==> config.mk <==
export PLATFORM = sky130hd
export DESIGN_NAME = oam_dma_master
export DESIGN_NICKNAME = d
export VERILOG_FILES = /design/src/rtl/oam_dma_master.sv
export SDC_FILE = /design/constraint.sdc
export NUM_CORES = 1
export LEC_CHECK = 0
export ABC_AREA = 1
export BUFFER_PORTS_ARGS = -buffer_cell sky130_fd_sc_hd__buf_2
export CORE_MARGIN = 1
export CORE_UTILIZATION = 54
export CTS_BUF_LIST = sky130_fd_sc_hd__clkbuf_4
export DETAILED_ROUTE_END_ITERATION = 12
export HOLD_SLACK_MARGIN = 0.02
export PLACE_DENSITY_LB_ADDON = 0.1
export SYNTH_ARGS = -nofsm -noshare
export SYNTH_HDL_FRONTEND = slang
export SYNTH_SLANG_ARGS = --single-unit
export TNS_END_PERCENT = 1
==> constraint.sdc <==
create_clock -name clk -period 1.9 [get_ports clk]
set_clock_uncertainty 0.05 [all_clocks]
set_input_delay 0.095 -clock clk [delete_from_list [all_inputs] [get_ports clk]]
set_output_delay 0.095 -clock clk [all_outputs]
set_load 0.05 [all_outputs]
==> src/rtl/oam_dma_master.sv <==
`default_nettype none
// ============================================================================
// Module   : oam_dma_master
// Brief    : Sprite DMA initiator; snoops the $4014 write, halts the CPU and
//            copies one 256-byte page to OAMDATA using get/put CPU cycles.
// Revision : 1.0  initial release
// ============================================================================
module oam_dma_master #(
    parameter logic [15:0] TRIGGER_ADDR = 16'h4014,
    parameter logic [15:0] OAMDATA_ADDR = 16'h2004,
    parameter int          XFER_LEN     = 256
) (
    input  logic        clk,
    input  logic        rst,
    input  logic        cpu_ce,
    input  logic        cpu_wr,
    input  logic [15:0] cpu_addr,
    input  logic [7:0]  cpu_dout,
    output logic        cpu_halt,
    output logic        dma_active,
    output logic        dma_cs,
    output logic        dma_rd,
    output logic        dma_wr,
    output logic [15:0] dma_addr,
    input  logic [7:0]  dma_din,
    output logic [7:0]  dma_dout
);

    typedef enum logic [2:0] {
        S_IDLE  = 3'd0,
        S_HALT  = 3'd1,
        S_ALIGN = 3'd2,
        S_GET   = 3'd3,
        S_PUT   = 3'd4,
        S_DONE  = 3'd5
    } state_t;

    localparam logic [7:0] c_last_idx = 8'(XFER_LEN - 1);

    state_t      r_state;
    logic        r_parity;
    logic        r_first_put;
    logic [7:0]  r_page;
    logic [7:0]  r_idx;
    logic [7:0]  r_data_q;
    logic        r_cpu_halt;
    logic        r_dma_active;
    logic        r_dma_cs;
    logic        r_dma_rd;
    logic        r_dma_wr;
    logic [15:0] r_dma_addr;

    logic        w_trigger;
    logic [7:0]  w_next_idx;

    assign w_trigger  = cpu_ce & cpu_wr & (cpu_addr == TRIGGER_ADDR);
    assign w_next_idx = r_idx + 8'd1;

    always_ff @(posedge clk) begin
        if (rst) begin
            r_state      <= S_IDLE;
            r_parity     <= 1'b0;
            r_first_put  <= 1'b0;
            r_page       <= 8'd0;
            r_idx        <= 8'd0;
            r_data_q     <= 8'd0;
            r_cpu_halt   <= 1'b0;
            r_dma_active <= 1'b0;
            r_dma_cs     <= 1'b1;
            r_dma_rd     <= 1'b0;
            r_dma_wr     <= 1'b0;
            r_dma_addr   <= 16'd0;
        end else begin
            r_first_put <= 1'b0;
            if (cpu_ce) begin
                r_parity <= ~r_parity;
            end
            // Memory data is only guaranteed during the first clk of PUT.
            if (r_first_put) begin
                r_data_q <= dma_din;
            end

            case (r_state)
                S_IDLE: begin
                    if (w_trigger) begin
                        r_page     <= cpu_dout;
                        r_cpu_halt <= 1'b1;
                        r_state    <= S_HALT;
                    end
                end
                S_HALT: begin
                    if (cpu_ce) begin
                        r_dma_active <= 1'b1;
                        // Insert ALIGN when the next CPU cycle would be odd, so
                        // every GET lands on a parity-0 cycle.
                        if (!r_parity) begin
                            r_state <= S_ALIGN;
                        end else begin
                            r_state    <= S_GET;
                            r_dma_cs   <= 1'b0;
                            r_dma_rd   <= 1'b1;
                            r_dma_addr <= {r_page, r_idx};
                        end
                    end
                end
                S_ALIGN: begin
                    if (cpu_ce) begin
                        r_state    <= S_GET;
                        r_dma_cs   <= 1'b0;
                        r_dma_rd   <= 1'b1;
                        r_dma_addr <= {r_page, r_idx};
                    end
                end
                S_GET: begin
                    if (cpu_ce) begin
                        r_state     <= S_PUT;
                        r_dma_rd    <= 1'b0;
                        r_dma_wr    <= 1'b1;
                        r_dma_addr  <= OAMDATA_ADDR;
                        r_first_put <= 1'b1;
                    end
                end
                S_PUT: begin
                    if (cpu_ce) begin
                        r_idx    <= w_next_idx;
                        r_dma_wr <= 1'b0;
                        if (r_idx == c_last_idx) begin
                            r_state      <= S_DONE;
                            r_dma_active <= 1'b0;
                            r_dma_cs     <= 1'b1;
                        end else begin
                            r_state    <= S_GET;
                            r_dma_rd   <= 1'b1;
                            r_dma_addr <= {r_page, w_next_idx};
                        end
                    end
                end
                S_DONE: begin
                    r_state    <= S_IDLE;
                    r_cpu_halt <= 1'b0;
                    r_idx      <= 8'd0;
                end
                default: begin
                    r_state <= S_IDLE;
                end
            endcase
        end
    end

    assign cpu_halt   = r_cpu_halt;
    assign dma_active = r_dma_active;
    assign dma_cs     = r_dma_cs;
    assign dma_rd     = r_dma_rd;
    assign dma_wr     = r_dma_wr;
    assign dma_addr   = r_dma_addr;
    assign dma_dout   = r_first_put ? dma_din : r_data_q;

endmodule
`default_nettype wire

==> results.sh <==
export IMPL_worstPathArrival_ns=1.47
export IMPL_sw_frac_of_total_pct=27.5
export IMPL_grt_overflow=0
export IMPL_p_int_mw=1.63
export IMPL_cts_tree="yes"
export IMPL_cts_sinks=50
export IMPL_routed_via_density=4.88
export IMPL_vias=2210
export IMPL_remaining_drc_errors=0
export IMPL_port_buffers=64
export IMPL_totalWireLength_mm=5.16
export IMPL_drt_initial_drc_count=158
export IMPL_clk_pin_slew_worst_paths_ns=0.15
export IMPL_grt_first_pass_wirelength_mm=8.91
export IMPL_drive_gt1_share_pct=27.3
export IMPL_final_min_clock_period_ns=1.61
export IMPL_max_slew_margin_rel_pct=68.5
export IMPL_multi_input_area_um2=1210
export IMPL_antenna_found_initial=0
export IMPL_die_area_um2=4630
export IMPL_first_global_vias=2188
export IMPL_maxSlewViolCount=0
export IMPL_post_route_cell_area_um2=2980
export IMPL_r2r_start="r_idx[1]$_SDFFE_PP0P_"
export IMPL_syn_cell_area_um2=2350
export IMPL_io_pins=65
export IMPL_dr_pass1_iters=4
export IMPL_power_switching_uw=616
export IMPL_syn_inst=320
export IMPL_timing_critical_path_to_type="output pin"
export IMPL_ys_seq_elements=50
export IMPL_r2r_setup_slack_ns=0.34
export IMPL_avgSynthCellArea_um2=7.36
export IMPL_n_antenna_cell=0
export IMPL_instances_no_fill=453
export IMPL_yosys_warnings=0
export IMPL_rsz0062_at_grt="false"
export IMPL_dp_cells=428
export IMPL_path_max_fanout=9
export IMPL_dpl_cell_area_um2=2710
export IMPL_status="complete, no violations"
export IMPL_clkPwrFrac_pct=33.5
export IMPL_cts_buffers=5
export IMPL_num_rows=23
export IMPL_ir_drop_v=0.000710
export IMPL_seq_area_um2=1000
export IMPL_start_util_pct=57.6
export IMPL_rr_worst_depth=8
export IMPL_final_setup_tns_ns=0
export IMPL_yosysUniqueCellTypes=32
export IMPL_seqPwrFrac_pct=49.1
export IMPL_die_y_um=68.0
export IMPL_routedWlPerCell_um=11.4
export IMPL_hp_class="input port to flop"
export IMPL_setup_violations=0
export IMPL_p_comb_share_pct=17.5
export IMPL_place_congestion=0.843
export IMPL_clk_path_buf_depth=2
export IMPL_crit_end="dma_dout[7]"
export IMPL_h_tree_depth=2
export IMPL_cp_startpoint="r_first_put$_SDFF_PP0_"
export IMPL_synth_nets=357
export IMPL_r2r_end="dma_addr[3]$_SDFFE_PP0P_"
export IMPL_worst_pin_slew_ns=0.471
export IMPL_max_freq_mhz=619
export IMPL_hpwlAfterDp_mm=3.58
export IMPL_track_usage_pct=25.0
export IMPL_die_w_um=68.0
export IMPL_synth_yosys_seq_area_share_pct=42.5
export IMPL_fillers=342
export IMPL_final_antenna_net_count=0
export IMPL_core_area_um2=4090
export IMPL_drv_cap=0
export IMPL_required_ns=1.75
export IMPL_fin_util_pct=73.0
export IMPL_root_buffer="clkbuf_4"
export IMPL_final_nets=439
export IMPL_worst_skew_pair_late_latency_ns=0.37
export IMPL_fin_crit_sh_pct=85.0
export IMPL_p_leak_nw=1.39
export IMPL_areaGrowthSynthToFinish_pct=26.7
export IMPL_start_kind="flop"
export IMPL_grt_max_degree=36
export IMPL_critPathKind="flop to output pin"
export IMPL_powerDensity_nw_per_um2=751
export IMPL_final_hold_viol_count=0
export IMPL_fin_hold_ws_ns=0.151
per-stage QoR:
step | total power [mW] | setup slack (ns)
after global placement | 1.48 | 0.383
after floorplan | 1.40 | 0.491
final | 2.24 | 0.285
after detailed placement | 1.49 | 0.379
after CTS | 2.26 | 0.259
after global routing | 2.34 | 0.154
sequential cells by signal, summed over array words and instances (netlist names):
name         count
cpu_halt         1
r_state          3
r_parity         1
dma_active       1
r_data_q         8
r_idx            8
r_page           8
dma_wr           1
dma_cs           1
dma_rd           1
dma_addr        16
r_first_put      1
repair_timing:
action,CTS,global route
endpoints found under the hold margin,20,0
resized for setup,0,0
hold buffers,17,0
buffers inserted,0,0
worst min path at each step:
stage	startpoint	end	slack, ns	cells past startpoint
after floorplan	cpu_dout[0]	r_page[0]$_SDFFE_PP0P_	0.18	2
after global placement	cpu_dout[3]	r_page[3]$_SDFFE_PP0P_	0.26	3
after detailed placement	cpu_dout[1]	r_page[1]$_SDFFE_PP0P_	0.27	3
after CTS	rst	dma_cs$_SDFFE_PP1P_	0.15	3
after global routing	rst	dma_cs$_SDFFE_PP1P_	0.18	3
final	rst	r_page[0]$_SDFFE_PP0P_	0.15	4
critical path, stage by stage, from the launching register on:
cell,delay (ns)
dfxtp_1,0.51
inv_1,0.21
nand2_1,0.12
nand2_1,0.06
buf_2,0.21
logic make-up (layout without fill, tap and decap cells):
kind of cell             after synthesis  after routing  synth area share (%)
XOR/XNOR                               4              4                  1.49
adder cells (fa/ha/maj)                1              1                 0.531
flip-flops                            50             50                  42.5
buffers and inverters                 34            117                  6.06
AND/OR/NAND/NOR                      173            173                  35.4
AO/OA/AOI/OAI                         58             58                  14.0
per-layer routing:
| metal | GRT usage [%] | part of all wire [%] | vias to the layer above |
|---|---|---|---|
| li1 | - | - | 1193 |
| met1 | 30.7 | 47 | 961 |
| met2 | 43.3 | 48 | 50 |
| met3 | 5.00 | 4.0 | 6 |
| met4 | 8.33 | 1.1 | 0 |
| met5 | 0 | 0 | - |
layout make-up:
cell class                 count  area share, %
multi-input combinational    236           40.6
sequential                    50           33.6
timing repair buffer          82           16.7
inverter                      27           3.48
clock inverter                 3           2.31
tap                           50           2.10
clock buffer                   5           1.26
power groups by stage:
stage	Clock (mW)	Combinational, mW	Sequential [mW]
final	0.750	0.391	1.10
after global routing	0.800	0.433	1.10
after CTS	0.766	0.392	1.10
after detailed placement	0	0.365	1.12
after global placement	0	0.362	1.12
after floorplan	0	0.203	1.20
cells in the mapped netlist:
| library cell | n | area, um2 |
|---|---|---|
| or2_0 | 1 | 6.26 |
| a21oi_1 | 27 | 135 |
| inv_2 | 6 | 22.5 |
| buf_8 | 1 | 15.0 |
| nor2_1 | 43 | 161 |
| buf_1 | 2 | 7.51 |
| nand2_1 | 89 | 334 |
| a211oi_1 | 1 | 7.51 |
| nor2_2 | 1 | 6.26 |
| o22ai_1 | 1 | 6.26 |
| o211ai_1 | 2 | 15.0 |
| a21o_2 | 1 | 8.76 |
| o21ai_0 | 19 | 95.1 |
| nand3_4 | 3 | 52.6 |
| nand4_1 | 1 | 6.26 |
| xnor2_1 | 1 | 8.76 |
| xor2_1 | 3 | 26.3 |
| nand3_2 | 2 | 20.0 |
| clkbuf_1 | 3 | 11.3 |
| ha_1 | 1 | 12.5 |
| nor2_4 | 4 | 45.0 |
| inv_4 | 1 | 6.26 |
| nand3_1 | 15 | 75.1 |
| nand2_4 | 1 | 11.3 |
| nand2_2 | 8 | 50.1 |
| nor3_1 | 2 | 10.0 |
| a21oi_2 | 7 | 61.3 |
| inv_1 | 20 | 75.1 |
| nor3_4 | 1 | 16.3 |
| nor2_8 | 2 | 40.0 |
| dfxtp_1 | 50 | 1000 |
| buf_2 | 1 | 5.00 |
cell usage in the layout, fill, tap and decap left out, types with 3 or more instances in the layout:
master | synthesis | layout
nand2_1 | 89 | 89
buf_2 | 1 | 64
dfxtp_1 | 50 | 50
nor2_1 | 43 | 43
a21oi_1 | 27 | 27
inv_1 | 20 | 20
o21ai_0 | 19 | 19
dlygate4sd3_1 | 0 | 17
nand3_1 | 15 | 15
nand2_2 | 8 | 8
a21oi_2 | 7 | 7
inv_2 | 6 | 6
clkbuf_4 | 0 | 5
nor2_4 | 4 | 4
nand3_4 | 3 | 3
xor2_1 | 3 | 3
Note: power is estimated with default switching activity, not from simulation.
